## src/rtl/qspi_arb_pkg.sv

```systemverilog
// Shared types and constants for the QSPI PSRAM arbiter: FSM encoding,
// master ids and the latched command record.
package qspi_arb_pkg;

   localparam logic [2:0] ST_IDLE    = 3'd0;
   localparam logic [2:0] ST_ISSUE   = 3'd1;
   localparam logic [2:0] ST_RD_WAIT = 3'd2;
   localparam logic [2:0] ST_WR_WAIT = 3'd3;
   localparam logic [2:0] ST_DONE    = 3'd4;

   typedef enum logic [2:0] {
      S_IDLE    = ST_IDLE,
      S_ISSUE   = ST_ISSUE,
      S_RD_WAIT = ST_RD_WAIT,
      S_WR_WAIT = ST_WR_WAIT,
      S_DONE    = ST_DONE
   } state_e;

   localparam logic M_FETCH = 1'b0;
   localparam logic M_DATA  = 1'b1;

   typedef struct packed {
      logic        id;
      logic        we;
      logic        w;
      logic        hw;
      logic [31:0] adr;
      logic [31:0] wdata;
   } cmd_t;

endpackage

```

## src/rtl/qspi_mem_arbiter_if.sv

```systemverilog
// Read/write handshake between the arbiter (master) and the QSPI PSRAM
// controller (slave).
interface qspi_mem_arbiter_if;

   logic        read_req;
   logic        read_w;
   logic        read_hw;
   logic [31:0] read_adr;
   logic        read_valid;
   logic [31:0] read_data;

   logic        write_req;
   logic        write_w;
   logic        write_hw;
   logic [31:0] write_adr;
   logic [31:0] write_data;
   logic        write_finish;

   modport master (
      output read_req, read_w, read_hw, read_adr,
      input  read_valid, read_data,
      output write_req, write_w, write_hw, write_adr, write_data,
      input  write_finish
   );

   modport slave (
      input  read_req, read_w, read_hw, read_adr,
      output read_valid, read_data,
      input  write_req, write_w, write_hw, write_adr, write_data,
      output write_finish
   );

endinterface

```

## src/rtl/qspi_arb_rr2.sv

```systemverilog
// Two-way round-robin grant: a lone requester wins outright, a tie goes to
// the master that was not served last.
module qspi_arb_rr2
   import qspi_arb_pkg::*;
(
   input  logic [1:0] req_i,
   input  logic       last_grant_i,
   output logic       grant_id_o,
   output logic       grant_valid_o
);

   always_comb begin
      // NOTE: every output gets a default before any branch so no latch is inferred.
      grant_id_o    = M_FETCH;
      grant_valid_o = |req_i;
      if (req_i[1] && req_i[0]) begin
         grant_id_o = ~last_grant_i;
      end else if (req_i[1]) begin
         grant_id_o = M_DATA;
      end
   end

endmodule

```

## src/rtl/qspi_mem_arbiter.sv

```systemverilog
// Shares one QSPI PSRAM controller between instruction fetch (m0) and data
// load/store (m1): round-robin grant, single-cycle controller requests, watchdog.
module qspi_mem_arbiter
   import qspi_arb_pkg::*;
#(
   parameter int unsigned      TMO_W   = 16,
   parameter logic [TMO_W-1:0] TMO_CYC = 16'd4000
) (
   input  logic                      clk,
   input  logic                      rst,

   input  logic                      m0_req,
   input  logic [31:0]               m0_adr,
   output logic                      m0_done,
   output logic [31:0]               m0_rdata,

   input  logic                      m1_req,
   input  logic                      m1_we,
   input  logic                      m1_w,
   input  logic                      m1_hw,
   input  logic [31:0]               m1_adr,
   input  logic [31:0]               m1_wdata,
   output logic                      m1_done,
   output logic [31:0]               m1_rdata,

   output logic                      tmo_err,

   qspi_mem_arbiter_if.master        ctrl
);

   state_e            state_q;
   logic              last_grant_q;
   logic [TMO_W-1:0]  wdog_q;
   logic [TMO_W-1:0]  wdog_d;
   cmd_t              cmd_q;
   cmd_t              cmd_d;
   logic              read_req_q;
   logic              write_req_q;
   logic              m0_done_q;
   logic              m1_done_q;
   logic              tmo_err_q;
   logic [31:0]       m0_rdata_q;
   logic [31:0]       m1_rdata_q;

   logic              grant_id;
   logic              grant_valid;
   logic              tmo_hit;
   logic              resp_hit;
   logic              cap_en;
   logic [31:0]       cap_data;

   qspi_arb_rr2 u_rr2 (
      .req_i         ({m1_req, m0_req}),
      .last_grant_i  (last_grant_q),
      .grant_id_o    (grant_id),
      .grant_valid_o (grant_valid)
   );

   // Fetch is always a word read; only the data port carries size and write data.
   always_comb begin
      cmd_d    = '0;
      cmd_d.id = grant_id;
      if (grant_id == M_DATA) begin
         cmd_d.we    = m1_we;
         cmd_d.w     = m1_w;
         cmd_d.hw    = m1_hw;
         cmd_d.adr   = m1_adr;
         cmd_d.wdata = m1_wdata;
      end else begin
         cmd_d.w   = 1'b1;
         cmd_d.adr = m0_adr;
      end
   end

   // A response in the same cycle as watchdog expiry wins; a write only
   // touches rdata when it is aborted.
   always_comb begin
      wdog_d   = wdog_q + TMO_W'(1);
      tmo_hit  = (TMO_CYC != '0) && (wdog_d == TMO_CYC);
      resp_hit = (state_q == S_RD_WAIT) ? ctrl.read_valid : ctrl.write_finish;
      cap_en   = (state_q == S_RD_WAIT) || !resp_hit;
      cap_data = resp_hit ? ctrl.read_data : 32'h0000_0000;
   end

   always_ff @(posedge clk) begin
      if (rst) begin
         state_q      <= S_IDLE;
         last_grant_q <= M_DATA;
         wdog_q       <= '0;
         cmd_q        <= '0;
         read_req_q   <= 1'b0;
         write_req_q  <= 1'b0;
         m0_done_q    <= 1'b0;
         m1_done_q    <= 1'b0;
         tmo_err_q    <= 1'b0;
         m0_rdata_q   <= '0;
         m1_rdata_q   <= '0;
      end else begin
         // NOTE: non-blocking assignments throughout so every register samples pre-edge values.
         read_req_q  <= 1'b0;
         write_req_q <= 1'b0;
         m0_done_q   <= 1'b0;
         m1_done_q   <= 1'b0;
         tmo_err_q   <= 1'b0;

         case (state_q)
            S_IDLE: begin
               if (grant_valid) begin
                  cmd_q       <= cmd_d;
                  read_req_q  <= ~cmd_d.we;
                  write_req_q <= cmd_d.we;
                  state_q     <= S_ISSUE;
               end
            end

            S_ISSUE: begin
               wdog_q  <= '0;
               state_q <= cmd_q.we ? S_WR_WAIT : S_RD_WAIT;
            end

            S_RD_WAIT, S_WR_WAIT: begin
               if (resp_hit || tmo_hit) begin
                  state_q   <= S_DONE;
                  m0_done_q <= (cmd_q.id == M_FETCH);
                  m1_done_q <= (cmd_q.id == M_DATA);
                  tmo_err_q <= ~resp_hit;
                  if (cap_en) begin
                     if (cmd_q.id == M_DATA) begin
                        m1_rdata_q <= cap_data;
                     end else begin
                        m0_rdata_q <= cap_data;
                     end
                  end
               end else begin
                  wdog_q <= wdog_d;
               end
            end

            S_DONE: begin
               last_grant_q <= cmd_q.id;
               state_q      <= S_IDLE;
            end

            default: state_q <= S_IDLE;
         endcase
      end
   end

   assign m0_done  = m0_done_q;
   assign m0_rdata = m0_rdata_q;
   assign m1_done  = m1_done_q;
   assign m1_rdata = m1_rdata_q;
   assign tmo_err  = tmo_err_q;

   assign ctrl.read_req   = read_req_q;
   assign ctrl.read_w     = cmd_q.w;
   assign ctrl.read_hw    = cmd_q.hw;
   assign ctrl.read_adr   = cmd_q.adr;
   assign ctrl.write_req  = write_req_q;
   assign ctrl.write_w    = cmd_q.w;
   assign ctrl.write_hw   = cmd_q.hw;
   assign ctrl.write_adr  = cmd_q.adr;
   assign ctrl.write_data = cmd_q.wdata;

endmodule

```

## src/flat_wrapper.sv

```systemverilog
// flat-port wrapper written by rule: the top's interface ports become plain ports
module qspi_mem_arbiter_flat import qspi_arb_pkg::*;
#(
   parameter int unsigned      TMO_W   = 16,
   parameter logic [TMO_W-1:0] TMO_CYC = 16'd4000
)
  (clk, rst, m0_req, m0_adr, m0_done, m0_rdata, m1_req, m1_we, m1_w, m1_hw, m1_adr, m1_wdata, m1_done, m1_rdata, tmo_err, ctrl_read_req, ctrl_read_w, ctrl_read_hw, ctrl_read_adr, ctrl_read_valid, ctrl_read_data, ctrl_write_req, ctrl_write_w, ctrl_write_hw, ctrl_write_adr, ctrl_write_data, ctrl_write_finish);
  qspi_mem_arbiter_if ctrl_i ();
  input  logic clk;
  input  logic rst;
  input  logic m0_req;
  input  logic [31:0] m0_adr;
  output logic m0_done;
  output logic [31:0] m0_rdata;
  input  logic m1_req;
  input  logic m1_we;
  input  logic m1_w;
  input  logic m1_hw;
  input  logic [31:0] m1_adr;
  input  logic [31:0] m1_wdata;
  output logic m1_done;
  output logic [31:0] m1_rdata;
  output logic tmo_err;
  output wire logic [$bits(ctrl_i.read_req)-1:0] ctrl_read_req;
  output wire logic [$bits(ctrl_i.read_w)-1:0] ctrl_read_w;
  output wire logic [$bits(ctrl_i.read_hw)-1:0] ctrl_read_hw;
  output wire logic [$bits(ctrl_i.read_adr)-1:0] ctrl_read_adr;
  input wire logic [$bits(ctrl_i.read_valid)-1:0] ctrl_read_valid;
  input wire logic [$bits(ctrl_i.read_data)-1:0] ctrl_read_data;
  output wire logic [$bits(ctrl_i.write_req)-1:0] ctrl_write_req;
  output wire logic [$bits(ctrl_i.write_w)-1:0] ctrl_write_w;
  output wire logic [$bits(ctrl_i.write_hw)-1:0] ctrl_write_hw;
  output wire logic [$bits(ctrl_i.write_adr)-1:0] ctrl_write_adr;
  output wire logic [$bits(ctrl_i.write_data)-1:0] ctrl_write_data;
  input wire logic [$bits(ctrl_i.write_finish)-1:0] ctrl_write_finish;
  assign ctrl_read_req = ctrl_i.read_req;
  assign ctrl_read_w = ctrl_i.read_w;
  assign ctrl_read_hw = ctrl_i.read_hw;
  assign ctrl_read_adr = ctrl_i.read_adr;
  assign ctrl_i.read_valid = ctrl_read_valid;
  assign ctrl_i.read_data = ctrl_read_data;
  assign ctrl_write_req = ctrl_i.write_req;
  assign ctrl_write_w = ctrl_i.write_w;
  assign ctrl_write_hw = ctrl_i.write_hw;
  assign ctrl_write_adr = ctrl_i.write_adr;
  assign ctrl_write_data = ctrl_i.write_data;
  assign ctrl_i.write_finish = ctrl_write_finish;
  qspi_mem_arbiter #(.TMO_W(TMO_W), .TMO_CYC(TMO_CYC)) u_core (.clk(clk), .rst(rst), .m0_req(m0_req), .m0_adr(m0_adr), .m0_done(m0_done), .m0_rdata(m0_rdata), .m1_req(m1_req), .m1_we(m1_we), .m1_w(m1_w), .m1_hw(m1_hw), .m1_adr(m1_adr), .m1_wdata(m1_wdata), .m1_done(m1_done), .m1_rdata(m1_rdata), .tmo_err(tmo_err), .ctrl(ctrl_i));
endmodule
```

## config.mk

```make
export PLATFORM = sky130hd
export DESIGN_NAME = qspi_mem_arbiter_flat
export DESIGN_NICKNAME = d
export VERILOG_FILES = /design/src/rtl/qspi_arb_pkg.sv /design/src/rtl/qspi_mem_arbiter_if.sv /design/src/rtl/qspi_arb_rr2.sv /design/src/rtl/qspi_mem_arbiter.sv /design/src/flat_wrapper.sv
export SDC_FILE = /design/constraint.sdc
export NUM_CORES = 1
export LEC_CHECK = 0
export ABC_AREA = 0
export BUFFER_PORTS_ARGS = -buffer_cell sky130_fd_sc_hd__clkbuf_2
export CAP_MARGIN = 20
export CORE_MARGIN = 2
export CORE_UTILIZATION = 44
export CTS_CLUSTER_SIZE = 25
export DETAILED_ROUTE_END_ITERATION = 12
export GPL_TIMING_DRIVEN = 0
export PLACE_DENSITY = 0.73
export SLEW_MARGIN = 5
export SYNTH_ARGS = -nofsm -noshare
export SYNTH_HDL_FRONTEND = slang
export SYNTH_HIERARCHICAL = 1
export SYNTH_SLANG_ARGS = --single-unit
```

## constraint.sdc

```tcl
create_clock -name clk -period 2.2 [get_ports clk]
set_input_delay 0.55 -clock clk [delete_from_list [all_inputs] [get_ports clk]]
set_output_delay 0.55 -clock clk [all_outputs]
set_load 0.05 [all_outputs]
```

# After elaboration in Yosys (flattened, before gate mapping)
# Index checks and enable logic that the tools add are counted.
# word_totals
memories	0
latchBits	0
mem_bits_ro	0
regBits	157
elab_cells	63
in_bits	137
ram_bits	0
out_inout_bits	169
# classes
magnitude_cmp	0
shift	0
eq_ne	8
bitwise_logic	8
n_div	0
add_sub_neg	1
mul	0
reduce_logical	15
n_mux	15
# op_table
cell	count
$mux W32	3
$pmux W16 S2	1
$add A16 B1 Y16 const B	1
$eq A16 B12 Y1 const B	1
$mux W16	1
$pmux W3 S3	1
$not A1 Y1	8
$reduce_and A4 Y1	2
$mux W1	7
$eq A3 B2 Y1 const B	2
$mux W3	2
$reduce_and A2 Y1	3
$reduce_or A3 Y1	2
$ne A2 B1 Y1 const B	2
$reduce_or A2 Y1	2
$eq A3 B1 Y1 const B	1
$eq A3 B3 Y1 const B	1
$logic_not A3 Y1	1
$logic_or A1 B1 Y1	2
$ne A2 B2 Y1 const B	1
$reduce_bool A2 Y1	1
$logic_and A1 B1 Y1	1
$logic_not A1 Y1	1

# Logic depth before layout (Yosys ltp)
# logic_depth
ltp_word	5
depth_mapped	11
ltp_nobuf	8

# Cells and area by module
# The synthesis kept the hierarchy.
# by_module_without_submodules
mod	area_per_inst_um2	instances	cells_each
qspi_mem_arbiter	7752.4	1	896
qspi_arb_rr2	13.8	1	2

# Least setup slack after synthesis
# OpenSTA, ideal clock, no wires.
# synth_path
path_type	flip-flop to flip-flop
startpoint	register u_core.wdog_q[0]
endpoint	register u_core.m0_rdata_q[10], in the netlist u_core/m0_rdata[10]
stages_incl_launch_ff	10
period_less_slack_ns	2.274
n_path_buf	1
setup_ns	0.132
setup_slack_ns	-0.074
arrival_ns	2.142
cell_sequence	dfxtp_1 > ha_1 > nand3_1 > nor4_2 > xnor2_1 > and4_4 > a21oi_4 > buf_6 > o31ai_2 > a21oi_1
# synth_via
elab_chain_len	4
# synth_lines
item	line	text
start: declaration	qspi_mem_arbiter.sv:33	logic [TMO_W-1:0] wdog_q;
start signal: assignment	qspi_mem_arbiter.sv:135	wdog_q <= wdog_d;
$add A16 B1 Y16	qspi_mem_arbiter.sv:78	wdog_d = wdog_q + TMO_W'(1);
$eq A16 B12 Y1	qspi_mem_arbiter.sv:79	tmo_hit = (TMO_CYC != '0) && (wdog_d == TMO_CYC);
$logic_or A1 B1 Y1	qspi_mem_arbiter.sv:122	if (resp_hit || tmo_hit) begin
$reduce_and A4 Y1 (no source line)	n/a	
end signal: assignment	qspi_mem_arbiter.sv:131	m0_rdata_q <= cap_data;
end: declaration	qspi_mem_arbiter.sv:42	logic [31:0] m0_rdata_q;
# Every way passes these cells.
# A chain may end at the register's enable or synchronous reset.

# Final worst setup path
# layout_path
startpoint	register u_core.wdog_q[2]
endpoint	register u_core.m1_rdata_q[24], in the netlist u_core/m1_rdata[24]
# layout_via
elab_chain_len	4
# layout_lines
item	line	text
$add A16 B1 Y16	qspi_mem_arbiter.sv:78	
$eq A16 B12 Y1	qspi_mem_arbiter.sv:79	
$logic_or A1 B1 Y1	qspi_mem_arbiter.sv:122	
$reduce_and A4 Y1 (no source line)	n/a	
end signal: assignment	qspi_mem_arbiter.sv:129	m1_rdata_q <= cap_data;
end: declaration	qspi_mem_arbiter.sv:43	logic [31:0] m1_rdata_q;
# Every way passes these cells.

==> flow_metrics.tcl <==
set metrics [dict create \
    status "finished with violations" \
    violations "setup timing" \
    p_sw_frac 0.378 \
    fmax_mhz 414 \
    initial_core_util 0.449 \
    dr.pass1.iters 5 \
    dieWidth_um 137 \
    post_dp_cell_area_um2 9590 \
    synth_top_area_frac 0.405 \
    dp_hpwl_um 18700 \
    pre_cts_slack_ns -0.437 \
    gp_congestion 0.960 \
    min-delay-start "ctrl_read_data[18]" \
    cts.htree.levels 4 \
    p_leak_nw 4.71 \
    track_usage 0.257 \
    total_power_mw 9.00 \
    via_per_inst 5.56 \
    seq_area_frac_synth 0.405 \
    finalCriticalPeriod_ns 2.41 \
    io_buffer_count 304 \
    synthXorXnorAreaFrac 0.00564 \
    netSwitchingPower_mw 3.40 \
    hold_viol 0 \
    crit_fanout 10 \
    grt_pass1_vias 7207 \
    drc 0 \
    synth_area_per_cell_um2 8.65 \
    grt_pass1_wl_um 37800 \
    worstRegToRegCells 11 \
    via_count 8269 \
    finalCritPeriodShare 1.10 \
    syn_nets 1037 \
    overflow 0 \
    wl_met2_um 13200 \
    cts_tree "done" \
    synth_simple_gate_area_frac 0.174 \
    met1_length_um 10800 \
    holdWs_ns 0.384 \
    io_pins 306 \
    postSynthCellCount 898 \
    rsz0062_at_grt "true" \
    cts.sinks 157 \
    synth_adder_area_share 0.00322 \
    synthToLayoutAreaGrowth_pct 46.5 \
    vdd_drop_max_v 0.000564 \
    die_h_um 137 \
    fin_ws_ns -0.214 \
    clk_pin_slew_ns 0.06 \
    crit-reg2reg-launch "u_core/wdog_q[2]" \
    core_area_um2 17300 \
    synth-edff-count 0 \
    synth-compound-area-share 0.213 \
    drv_cap 0 \
    cp_data_required_time_ns 2.55 \
    dpl.cell_count 1427 \
    maxSlewViolCount 0 \
    clkLatencyLatePin_ns 0.42 \
    clockBufferDepth 2 \
    antenna_found_initial 0 \
    whs_endpoint "u_core/m0_rdata[18]" \
    yosys_warnings 6 \
    fin_skew_ns 0.0165 \
    finalNetCount 1387 \
    synth_area_leaders "dfxtp_1 40%, buf_4 9.7%, a21oi_1 6.8%" \
    internal_power_mw 5.60 \
    cts_buffers 17 \
    criticalPathCategory "flip-flop to flip-flop" \
    clock-root-buffer "clkbuf_16" \
    power_density_nw_per_um2 791 \
    worstHoldPathCells 3 \
    ys_ff_latch 157 \
    grt_max_degree 17 \
    synth.cell_area_um2 7770 \
    cp.arrival_ns 2.76 \
    synth_ff_type "dfxtp_1" \
    start_kind "flip-flop" \
    worstReg2RegEnd "u_core/m1_rdata[24]" \
    row_count 48 \
    regToRegSetupSlack_ns -0.21 \
    yosys.area.top_type "dfxtp_1" \
    p_comb_frac 0.332 \
    first_iter_violations 559 \
    post_drt_wl_per_cell_um 18.1 \
    netlist-cell-type-count 56 \
    relSlewSlack 0.266 \
    ant_nets 0 \
    async_flop_share 0 \
    synth_top_family_by_area "compound AO/OA/AOI/OAI gates" \
    finish.instance_area_um2 11400 \
    synth_mux_area_frac 0.0458 \
    seqPwrFrac 0.351 \
    setup_viol 84 \
    fin_tns_setup_ns -10.90 \
    stdcell_count 1486 \
    worst_slew_pin_slew_ns 1.10 \
    layout_commonest_cell "clkbuf_2" \
    insertedDiodeCount 0 \
    hold_class "input pin to flip-flop" \
    clock_power_share 0.317 \
    die_area_um2 18700 \
    finalCoreUtilization 0.658 \
    drive_above_1_share 0.480 \
    most-common-layout-cells "311 x clkbuf_2, 145 x dfxtp_1, 122 x buf_4" \
    end_kind "flip-flop" \
    met3_length_um 2290 \
    routed_wl_um 26900 \
    maxUsedRoutingLayer "met4" \
]
## final cells by class
type                    instances  area [um^2]
flip-flops and latches        157         3180
clock inverters                 9         85.1
multi-input cells             543         4210
repair buffers                334         1860
plain buffers                 188         1240
inverters                       7         26.3
clock buffers                  23          488
well taps                     225          282
fillers                      1423         5920
## cells by family after synthesis
group / after synthesis
mux: 35
simple gates: 255
buf+inv: 199
xor+xnor: 5
fa+ha+maj: 2
flops: 157
compound gates: 245
## synthesized netlist by cell type, drive strengths merged, types with 2 or more instances
cell / count
dfxtp: 157
buf: 120
a21oi: 106
nand4: 76
clkbuf: 72
o31ai: 65
nand2: 55
nand3: 46
nor2: 43
a211oi: 35
mux2i: 34
nor3: 7
o21ai: 7
o32ai: 7
inv: 6
and3: 5
nor4: 5
a22oi: 4
xnor2: 4
a21o: 3
a31oi: 3
and2: 3
o2111ai: 3
a211o: 2
a21boi: 2
a31o: 2
ha: 2
nand2b: 2
nor2b: 2
nor3b: 2
or2: 2
or3: 2
## sequential cells by signal, summed over array words and instances (netlist names), 2 cells and up
signal and count:
u_core/ctrl.read_adr 32, u_core/wdog_q 16, u_core/m0_rdata 32, u_core/ctrl.write_data 32, u_core/m1_rdata 32, u_core/state_q 3, u_core/cmd_q 2
## worst max-delay path by stage
stage	startpoint	endpoint	depth (start not counted)
2_1_floorplan	u_core/wdog_q[1]	u_core/m0_rdata[10]	9
3_3_place_gp	u_core/wdog_q[1]	u_core/wdog_q[7]	7
3_5_place_dp	u_core/wdog_q[1]	u_core/wdog_q[7]	7
4_1_cts	u_core/wdog_q[0]	u_core/m1_rdata[28]	10
5_1_grt	u_core/wdog_q[2]	u_core/m1_rdata[23]	11
6_report	u_core/wdog_q[2]	u_core/m1_rdata[24]	11
## critical path, cell delays in order, from the launching register on
cell	delay, ns
dfxtp_2	0.33
buf_6	0.12
nand4_1	0.22
nor4_4	0.23
buf_4	0.17
mux2i_2	0.22
o21ai_2	0.14
a21oi_4	0.25
buf_12	0.19
buf_6	0.18
o31ai_1	0.09
a21oi_1	0.20
## metal layers
| metal | up-vias | global-route usage |
|---|---|---|
| met5 | - | 0 |
| met4 | 0 | 0.0750 |
| met3 | 54 | 0.0644 |
| met2 | 407 | 0.430 |
| met1 | 3887 | 0.329 |
| li1 | 3921 | - |
## power by group through the flow
stage / registers, mW / clock network (mW) / logic, mW
floorplan: 3.29 / 0 / 1.89
global placement: 3.21 / 0 / 2.65
detailed placement: 3.22 / 0 / 2.66
CTS: 3.15 / 2.89 / 2.72
global route: 3.18 / 3.04 / 3.15
finish: 3.16 / 2.86 / 2.98
## repair_timing
item	4_1_cts	5_1_grt
pin swaps	12	81
resized for setup	54	127
setup endpoints to repair	85	152
gates cloned	0	6
hold buffers	0	0
setup buffers	14	11
Note: power is estimated with default switching activity, not from simulation.
